<file path="src/rtl/mem_req_scheduler_pkg.sv">
// Shared memory request/response types and scheduler sizing helpers.
package ShellTypes;
  typedef struct packed {
    logic        valid;
    logic        isWrite;
    logic [31:0] addr;
    logic [63:0] data;
  } MemReq;

  typedef struct packed {
    logic        valid;
    logic [63:0] data;
  } MemResp;
endpackage

package mem_sched_pkg;
  localparam int DEFAULT_NUM_APPS = 2;
  localparam int APP_ID_W = $clog2(DEFAULT_NUM_APPS);

  function automatic int id_width(input int num_apps);
    return (num_apps > 1) ? $clog2(num_apps) : 1;
  endfunction

  // Width of a counter that must represent 0..max_cnt inclusive.
  function automatic int cnt_width(input int max_cnt);
    return $clog2(max_cnt + 1);
  endfunction
endpackage

</file>
<file path="src/rtl/mem_req_scheduler_if.sv">
// App-side and memory-side handshake bundle for mem_req_scheduler.
interface mem_req_scheduler_if
  import ShellTypes::*;
#(
  parameter int NUM_APPS = 2
);
  MemReq               app_reqs [NUM_APPS];
  logic [NUM_APPS-1:0] app_req_grants;
  MemResp              app_resps [NUM_APPS];
  logic [NUM_APPS-1:0] app_resp_grants;
  MemReq               mem_req;
  logic                mem_req_grant;
  MemResp              mem_resp;
  logic                mem_resp_grant;

  // master is the scheduler's view; slave is the apps plus memory port.
  modport master (
    input  app_reqs, app_resp_grants, mem_req_grant, mem_resp,
    output app_req_grants, app_resps, mem_req, mem_resp_grant
  );
  modport slave (
    output app_reqs, app_resp_grants, mem_req_grant, mem_resp,
    input  app_req_grants, app_resps, mem_req, mem_resp_grant
  );
endinterface

</file>
<file path="src/rtl/mem_req_scheduler_fifo.sv">
// Show-ahead FIFO used as the in-order tag queue; push and pop may coincide even when full.
module FIFO #(
  parameter int WIDTH     = 1,
  parameter int LOG_DEPTH = 5
) (
  input  logic             clk,
  input  logic             rst,
  input  logic             wr_en,
  input  logic [WIDTH-1:0] wr_data,
  input  logic             rd_en,
  output logic [WIDTH-1:0] rd_data,
  output logic             full,
  output logic             empty
);
  localparam int DEPTH = 1 << LOG_DEPTH;
  localparam logic [LOG_DEPTH:0] DEPTH_CNT = (LOG_DEPTH + 1)'(DEPTH);

  logic [WIDTH-1:0]     mem_reg [DEPTH];
  logic [LOG_DEPTH-1:0] wr_ptr_reg, rd_ptr_reg;
  logic [LOG_DEPTH:0]   count_reg;
  logic                 do_wr, do_rd;

  assign empty   = (count_reg == '0);
  assign full    = (count_reg == DEPTH_CNT);
  assign do_rd   = rd_en && !empty;
  assign do_wr   = wr_en && (!full || do_rd);
  assign rd_data = mem_reg[rd_ptr_reg];

  always_ff @(posedge clk) begin
    if (do_wr) mem_reg[wr_ptr_reg] <= wr_data;
  end

  always_ff @(posedge clk) begin
    if (rst) begin
      wr_ptr_reg <= '0;
      rd_ptr_reg <= '0;
      count_reg  <= '0;
    end else begin
      if (do_wr) wr_ptr_reg <= wr_ptr_reg + 1'b1;
      if (do_rd) rd_ptr_reg <= rd_ptr_reg + 1'b1;
      if (do_wr && !do_rd)      count_reg <= count_reg + 1'b1;
      else if (do_rd && !do_wr) count_reg <= count_reg - 1'b1;
    end
  end
endmodule

</file>
<file path="src/rtl/mem_req_scheduler.sv">
// Round-robin sharing of one memory port across NUM_APPS with per-app read credits.
// Optional weighted turns when MEM_SCHED_WEIGHTED_EN is defined.
module mem_req_scheduler
  import ShellTypes::*, mem_sched_pkg::*;
#(
  parameter int NUM_APPS        = 2,
  parameter int MAX_OUTSTANDING = 8,
  parameter int TAG_LOG_DEPTH   = 5,
  parameter int WEIGHT_WIDTH    = 4
) (
  input  logic clk,
  input  logic rst,
  mem_req_scheduler_if.master bus,
`ifdef MEM_SCHED_WEIGHTED_EN
  input  logic [NUM_APPS-1:0][WEIGHT_WIDTH-1:0] weights,
`endif
  output logic [NUM_APPS-1:0][cnt_width(MAX_OUTSTANDING)-1:0] outstanding,
  output logic protocol_err
);
  localparam int ID_W  = id_width(NUM_APPS);
  localparam int CNT_W = cnt_width(MAX_OUTSTANDING);
  localparam logic [CNT_W-1:0] CNT_MAX = CNT_W'(MAX_OUTSTANDING);

  logic [ID_W-1:0]                 ptr_reg, ptr_next, sel, sel_succ, cand, head;
  logic [NUM_APPS-1:0]             elig;
  logic [NUM_APPS-1:0][CNT_W-1:0]  cnt_reg, cnt_next;
  logic any_elig, grant, tag_push, tag_pop, tag_full, tag_empty, resp_ok;
  logic rst_d_reg, blank, err_reg, err_next;
`ifdef MEM_SCHED_WEIGHTED_EN
  logic [WEIGHT_WIDTH-1:0] burst_reg, burst_next;
`else
  localparam int unused_weight_width = WEIGHT_WIDTH;
`endif

  // Outputs stay quiet during reset and for one cycle after it.
  assign blank = rst || rst_d_reg;

  genvar gi;
  generate
    for (gi = 0; gi < NUM_APPS; gi++) begin : g_app
      logic inc, dec;
      assign elig[gi] = !blank && bus.app_reqs[gi].valid &&
                        (bus.app_reqs[gi].isWrite || (cnt_reg[gi] < CNT_MAX && !tag_full));
      assign inc = tag_push && (sel == ID_W'(gi));
      assign dec = tag_pop && (head == ID_W'(gi));
      assign cnt_next[gi] = (inc && !dec) ? cnt_reg[gi] + 1'b1 :
                            (dec && !inc) ? cnt_reg[gi] - 1'b1 : cnt_reg[gi];
      assign bus.app_resps[gi] = '{valid: resp_ok && (head == ID_W'(gi)),
                                   data:  bus.mem_resp.data};
    end
  endgenerate

  always_comb begin
    // Descending scan so the last hit is the nearest eligible app at or after ptr.
    sel      = ptr_reg;
    cand     = '0;
    any_elig = 1'b0;
    for (int k = NUM_APPS - 1; k >= 0; k--) begin
      cand = ID_W'((int'(ptr_reg) + k) % NUM_APPS);
      if (elig[cand]) begin
        sel      = cand;
        any_elig = 1'b1;
      end
    end

    bus.mem_req = '0;
    if (any_elig) begin
      bus.mem_req       = bus.app_reqs[sel];
      bus.mem_req.valid = 1'b1;
    end
    grant              = any_elig && bus.mem_req_grant;
    bus.app_req_grants = '0;
    if (grant) bus.app_req_grants[sel] = 1'b1;
    tag_push = grant && !bus.app_reqs[sel].isWrite;

    sel_succ = (sel == ID_W'(NUM_APPS - 1)) ? '0 : sel + 1'b1;
    ptr_next = ptr_reg;
`ifdef MEM_SCHED_WEIGHTED_EN
    burst_next = elig[ptr_reg] ? burst_reg : '0;
    if (grant) begin
      if (sel == ptr_reg && burst_reg < weights[ptr_reg]) begin
        burst_next = burst_reg + 1'b1;
      end else begin
        ptr_next   = sel_succ;
        burst_next = '0;
      end
    end
`else
    if (grant) ptr_next = sel_succ;
`endif

    resp_ok            = !blank && bus.mem_resp.valid && !tag_empty;
    bus.mem_resp_grant = resp_ok && bus.app_resp_grants[head];
    tag_pop            = bus.mem_resp_grant;
    err_next           = err_reg || (bus.mem_resp.valid && tag_empty);
  end

  always_ff @(posedge clk) begin
    if (rst) begin
      rst_d_reg <= 1'b1;
      ptr_reg   <= '0;
      cnt_reg   <= '0;
      err_reg   <= 1'b0;
`ifdef MEM_SCHED_WEIGHTED_EN
      burst_reg <= '0;
`endif
    end else begin
      rst_d_reg <= 1'b0;
      ptr_reg   <= ptr_next;
      cnt_reg   <= cnt_next;
      err_reg   <= err_next;
`ifdef MEM_SCHED_WEIGHTED_EN
      burst_reg <= burst_next;
`endif
    end
  end

  assign outstanding  = cnt_reg;
  assign protocol_err = err_reg;

  FIFO #(
    .WIDTH     (ID_W),
    .LOG_DEPTH (TAG_LOG_DEPTH)
  ) u_tag_fifo (
    .clk     (clk),
    .rst     (rst),
    .wr_en   (tag_push),
    .wr_data (sel),
    .rd_en   (tag_pop),
    .rd_data (head),
    .full    (tag_full),
    .empty   (tag_empty)
  );
endmodule

</file>
<file path="src/flat_wrapper.sv">
// flat-port wrapper written by rule: the top's interface ports become plain ports
module mem_req_scheduler_flat import ShellTypes::*, mem_sched_pkg::*;
#(
  parameter int NUM_APPS        = 2,
  parameter int MAX_OUTSTANDING = 8,
  parameter int TAG_LOG_DEPTH   = 5,
  parameter int WEIGHT_WIDTH    = 4
)
  (clk, rst, outstanding, protocol_err, bus_app_reqs, bus_app_resp_grants, bus_mem_req_grant, bus_mem_resp, bus_app_req_grants, bus_app_resps, bus_mem_req, bus_mem_resp_grant);
  mem_req_scheduler_if #(.NUM_APPS(NUM_APPS)) bus_i ();
  input  logic clk;
  input  logic rst;
  output logic [NUM_APPS-1:0][cnt_width(MAX_OUTSTANDING)-1:0] outstanding;
  output logic protocol_err;
  input wire logic [$bits(bus_i.app_reqs)-1:0] bus_app_reqs;
  input wire logic [$bits(bus_i.app_resp_grants)-1:0] bus_app_resp_grants;
  input wire logic [$bits(bus_i.mem_req_grant)-1:0] bus_mem_req_grant;
  input wire logic [$bits(bus_i.mem_resp)-1:0] bus_mem_resp;
  output wire logic [$bits(bus_i.app_req_grants)-1:0] bus_app_req_grants;
  output wire logic [$bits(bus_i.app_resps)-1:0] bus_app_resps;
  output wire logic [$bits(bus_i.mem_req)-1:0] bus_mem_req;
  output wire logic [$bits(bus_i.mem_resp_grant)-1:0] bus_mem_resp_grant;
  assign bus_i.app_reqs = {>>{bus_app_reqs}};
  assign bus_i.app_resp_grants = bus_app_resp_grants;
  assign bus_i.mem_req_grant = bus_mem_req_grant;
  assign bus_i.mem_resp = bus_mem_resp;
  assign bus_app_req_grants = bus_i.app_req_grants;
  assign bus_app_resps = {>>{bus_i.app_resps}};
  assign bus_mem_req = bus_i.mem_req;
  assign bus_mem_resp_grant = bus_i.mem_resp_grant;
  mem_req_scheduler #(.NUM_APPS(NUM_APPS), .MAX_OUTSTANDING(MAX_OUTSTANDING), .TAG_LOG_DEPTH(TAG_LOG_DEPTH), .WEIGHT_WIDTH(WEIGHT_WIDTH)) u_core (.clk(clk), .rst(rst), .bus(bus_i), .outstanding(outstanding), .protocol_err(protocol_err));
endmodule
</file>
<file path="config.mk">
export PLATFORM = sky130hd
export DESIGN_NAME = mem_req_scheduler_flat
export DESIGN_NICKNAME = d
export VERILOG_FILES = /design/src/rtl/mem_req_scheduler_pkg.sv /design/src/rtl/mem_req_scheduler_if.sv /design/src/rtl/mem_req_scheduler_fifo.sv /design/src/rtl/mem_req_scheduler.sv /design/src/flat_wrapper.sv
export SDC_FILE = /design/constraint.sdc
export NUM_CORES = 1
export LEC_CHECK = 0
export ABC_CLOCK_PERIOD_IN_PS = 3800
export CAP_MARGIN = 20
export CORE_AREA = 4 4 197 199
export DETAILED_ROUTE_END_ITERATION = 7
export DIE_AREA = 0 0 201 203
export PLACE_DENSITY = 0.43
export SYNTH_ARGS = -nofsm -noshare
export SYNTH_HDL_FRONTEND = slang
export SYNTH_HIERARCHICAL = 1
export SYNTH_SLANG_ARGS = --single-unit
export TNS_END_PERCENT = 10
</file>
<file path="constraint.sdc">
create_clock -name clk -period 3.8 [get_ports clk]
set_input_delay 0.76 -clock clk [delete_from_list [all_inputs] [get_ports clk]]
set_output_delay 0.76 -clock clk [all_outputs]
set_load 0.03 [all_outputs]
</file>
==> tab_implementation.tex <==
\begin{tabular}{lr}
\hline
Metric & Value \\
\hline
\multicolumn{2}{l}{\textbf{Outcome}} \\
Run status & finished, final reports clean \\
\multicolumn{2}{l}{\textbf{Setup path}} \\
Startpoint-to-endpoint class of the critical path & reg -> out \\
Arrival time at the worst endpoint & between 2 and 3 ns \\
Endpoint class of the critical path & primary output \\
Highest fanout seen on the critical path & 32 \\
Nature of the critical path startpoint & register \\
Required time of the critical path & between 3 and 4 ns \\
\multicolumn{2}{l}{\textbf{Clock network}} \\
Root cell of the clock tree & sky130\_fd\_sc\_hd\_\_clkbuf\_16 \\
Number of levels in the clock H-tree & 3 \\
Clock-pin slew reported for the worst setup and hold paths after clock tree synthesis & around 0.060 ns \\
Total clock buffers created by CTS & 9 \\
Largest buffer count on any clock path & 2 \\
Clock sinks & between 60 and 70 \\
Insertion delay to the later sink of the worst-skew pair & around 0.33 ns \\
Clock tree from TritonCTS & yes \\
\multicolumn{2}{l}{\textbf{Power}} \\
Clock network power share & 0.383 \\
Reported leakage power & between 3 and 4 nW \\
Combinational Power Share & 0.298 \\
Sw power & $\sim$0.65 mW \\
VDD IR max & around 0.00021 V \\
Design internal power & approximately 1.7 mW \\
Sequential share of power & 0.319 \\
Switching Fraction & 0.2759 \\
Power Dens Cells & 267.9 nW/um\^{}2 \\
\multicolumn{2}{l}{\textbf{Timing}} \\
Fmax & roughly 270 MHz \\
Setup repair after global routing missed its margin & yes \\
Final Hold Vio Count & 0 \\
Max-slew headroom at the worst pin & 0.7164 \\
Transition time at the pin with the least slew margin & about 0.42 ns \\
Setup TNS & 0 ns \\
Crit share post-route & 0.9634 \\
Min setup slack post-route & between 0.1 and 0.15 ns \\
Post-layout minimum cycle time & around 3.7 ns \\
Pins Over Slew Limit & 0 \\
Worst setup skew after layout & roughly 0.0065 ns \\
Setup violators final & 0 \\
\multicolumn{2}{l}{\textbf{Floorplan}} \\
DIE HEIGHT & 203 um \\
Starting utilization of the core area & 0.1434 \\
Full die area & about 41000 um\^{}2 \\
X dimension of the die & around 200 um \\
Boundary pin count & just over 500 \\
Number of standard-cell rows in the floorplan & between 70 and 80 \\
Core Footprint & between 30000 and 40000 um\^{}2 \\
\multicolumn{2}{l}{\textbf{Placed design}} \\
Placer congestion estimate & roughly 0.86 \\
Half-perimeter wire length after placement & 24500 um \\
Port Buffers & between 300 and 400 \\
Worst setup slack after placement & -0.004989 ns \\
Area of placed instances & 8364 um\^{}2 \\
\multicolumn{2}{l}{\textbf{Drt}} \\
Post-route antenna net violation count & 0 \\
Vias per Instance & a little under 4 \\
Vias & slightly below 5000 \\
Total routed wirelength & $\sim$28000 um \\
Drt pass-1 iters & 4 \\
Post-route DRC violation count & 0 \\
Final routed wire length divided by cell count & roughly 23 um \\
Initial DRC count & 251 \\
\multicolumn{2}{l}{\textbf{Cells and area}} \\
Total area of sequential cells & between 1500 and 2000 um\^{}2 \\
Top library cells by usage in the layout, fill and taps aside & sky130\_fd\_sc\_hd\_\_clkdlybuf4s50\_1 (210), sky130\_fd\_sc\_hd\_\_buf\_4 (101), sky130\_fd\_sc\_hd\_\_a22o\_1 (95), sky130\_fd\_sc\_hd\_\_nor2\_1 (67), sky130\_fd\_sc\_hd\_\_buf\_12 (34) \\
Share of post-route cells with drive strength above 1 & 0.2415 \\
Core Util, Final & 0.2353 \\
Most common library cell in the layout ignoring fill and taps & sky130\_fd\_sc\_hd\_\_clkdlybuf4s50\_1 \\
Area grow syn2layout & 64.15\% \\
Fillers & just over 4000 \\
Post-layout net count & around 1000 \\
Final standard cell area without fillers & roughly 9000 um\^{}2 \\
Flip-flop count of the largest register, all copies and words added & 32 \\
Multi-input gate area in the final layout & around 2600 um\^{}2 \\
\multicolumn{2}{l}{\textbf{Flow run}} \\
Max-cap violations & 0 \\
\multicolumn{2}{l}{\textbf{Hold path}} \\
Worst min path class & reg -> reg \\
\multicolumn{2}{l}{\textbf{Synth}} \\
Count of flip-flops with a built-in enable after synthesis & 32 \\
Syn nets & between 800 and 900 \\
Instance count of the mapped netlist & 563 \\
Count of cell types in the netlist & between 60 and 70 \\
Yosys synthesis warning count & 6 \\
Number of register bits inferred by synthesis & 64 \\
Most common flop cell mapped by yosys & sky130\_fd\_sc\_hd\_\_edfxtp\_1 \\
Netlist Area Pre-Place & 5336 um\^{}2 \\
Proportion of register bits with asynchronous set or reset after synthesis & 0 \\
Share of the yosys chip area belonging to registers & 0.3001 \\
Synthesized area per cell & about 9.5 um\^{}2 \\
\multicolumn{2}{l}{\textbf{Global route}} \\
Largest net degree at the start of global routing & 59 \\
Total global routing track utilization & 0.1325 \\
First-pass GRT wire length & between 30000 and 40000 um \\
Residual overflow from global routing & 0 \\
Number of antenna violations at the first check in global routing & 1 \\
Vias in the first global route & between 4000 and 5000 \\
\hline
\end{tabular}
## cell type report
type | instances | share of cell area
clock inverters | 7 | 0.01086
inverters | 9 | 0.003857
flip-flops and latches | 64 | 0.1830
multi-input cells | 324 | 0.2974
clock buffers | 9 | 0.02571
diodes | 1 | 0.0002857
repair buffers | 349 | 0.4112
well taps | 474 | 0.06770
## what timing repair did
| item | in CTS | in global routing |
|---|---|---|
| pin swaps | 0 | 0 |
| hold buffers | 0 | 0 |
| endpoints found under the setup margin | 85 | 95 |
| setup buffers | 0 | 0 |
| gates resized for setup | 3 | 12 |
## power groups by stage
stage | sequential, mW | combinational [mW] | clock (mW)
2_1_floorplan | 0.768 | 0.526 | 0
3_3_place_gp | 0.763 | 0.695 | 0
3_5_place_dp | 0.763 | 0.694 | 0
4_1_cts | 0.748 | 0.700 | 0.921
5_1_grt | 0.750 | 0.742 | 0.951
6_report | 0.749 | 0.700 | 0.898
## per-stage QoR
stage	cells	total power [mW]	hold WS [ns]
floorplan	563	1.293	0.4672
global placement	1220	1.458	0.4545
detailed placement	1220	1.457	0.4635
CTS	1236	2.370	0.4811
global route	1237	2.443	0.5121
finish	1237	2.347	0.4735
## logic make-up (layout without fill, tap and decap cells)
logic type | Yosys count | count (layout) | share of synthesized area
buf+inv | 175 | 374 | 0.2260
compound gates | 138 | 138 | 0.2202
simple gates | 132 | 132 | 0.1222
flops | 64 | 64 | 0.3001
mux | 22 | 22 | 0.06073
fa+ha+maj | 20 | 20 | 0.05111
xor+xnor | 12 | 12 | 0.01970
other cells | 0 | 1 | 0
## worst paths after layout
check | to | slack, ns | start | cells after the start
worst min-delay path | u_core/protocol_err$_SDFF_PP0_ | 0.47 | u_core/protocol_err$_SDFF_PP0_ | 2
worst max-delay path | bus_mem_req[45] | 0.14 | u_core/u_tag_fifo/count_reg[1]$_SDFFE_PP0P_ | 9
worst min register to register | u_core/protocol_err$_SDFF_PP0_ | 0.47 | u_core/protocol_err$_SDFF_PP0_ | 2
worst max register to register | u_core/u_tag_fifo/count_reg[5]$_SDFFE_PP0P_ | 0.15 | register | 15
## cells in the mapped netlist, types with 3 or more instances
library cell / number / share of area
sky130_fd_sc_hd__buf_4: 133 / 0.19
sky130_fd_sc_hd__a22o_1: 96 / 0.16
sky130_fd_sc_hd__nor2_1: 68 / 0.048
sky130_fd_sc_hd__dfxtp_1: 32 / 0.12
sky130_fd_sc_hd__edfxtp_1: 32 / 0.18
sky130_fd_sc_hd__ha_1: 17 / 0.040
sky130_fd_sc_hd__buf_2: 16 / 0.015
sky130_fd_sc_hd__a21oi_1: 12 / 0.011
sky130_fd_sc_hd__nand2_1: 12 / 0.0084
sky130_fd_sc_hd__clkbuf_1: 11 / 0.0077
sky130_fd_sc_hd__mux2i_1: 11 / 0.021
sky130_fd_sc_hd__inv_1: 9 / 0.0063
sky130_fd_sc_hd__xor2_1: 9 / 0.015
sky130_fd_sc_hd__mux4_2: 8 / 0.034
sky130_fd_sc_hd__nor2b_1: 7 / 0.0082
sky130_fd_sc_hd__nor3_1: 7 / 0.0066
sky130_fd_sc_hd__nand3b_1: 5 / 0.0070
sky130_fd_sc_hd__and2_1: 4 / 0.0047
sky130_fd_sc_hd__buf_6: 4 / 0.0084
sky130_fd_sc_hd__a21o_1: 3 / 0.0042
sky130_fd_sc_hd__fa_1: 3 / 0.011
sky130_fd_sc_hd__nand3_1: 3 / 0.0028
sky130_fd_sc_hd__nor3b_1: 3 / 0.0042
sky130_fd_sc_hd__nor4_1: 3 / 0.0035
sky130_fd_sc_hd__o21a_1: 3 / 0.0042
sky130_fd_sc_hd__o21ai_0: 3 / 0.0028
sky130_fd_sc_hd__o31ai_1: 3 / 0.0042
sky130_fd_sc_hd__or4_1: 3 / 0.0042
sky130_fd_sc_hd__xnor2_1: 3 / 0.0049
## per-layer routing
metal  global-route usage  wire length [um]  vias up
met1               0.1264              9083     2282
li1                     -                 -     2311
met2               0.2548             15700      299
met4              0.04523               912        2
met3              0.05462              2667       24
met5             0.008333                48        -
## critical path, cell delays in order, from the launching register on
cell,delay (ns)
sky130_fd_sc_hd__dfxtp_1,0.34
sky130_fd_sc_hd__or4_4,0.57
sky130_fd_sc_hd__nor3_4,0.18
sky130_fd_sc_hd__o21bai_1,0.13
sky130_fd_sc_hd__and2_4,0.21
sky130_fd_sc_hd__a211oi_4,0.30
sky130_fd_sc_hd__buf_12,0.21
sky130_fd_sc_hd__buf_12,0.20
sky130_fd_sc_hd__a22o_1,0.24
sky130_fd_sc_hd__buf_12,0.14
(Power assumes the default switching activity.)
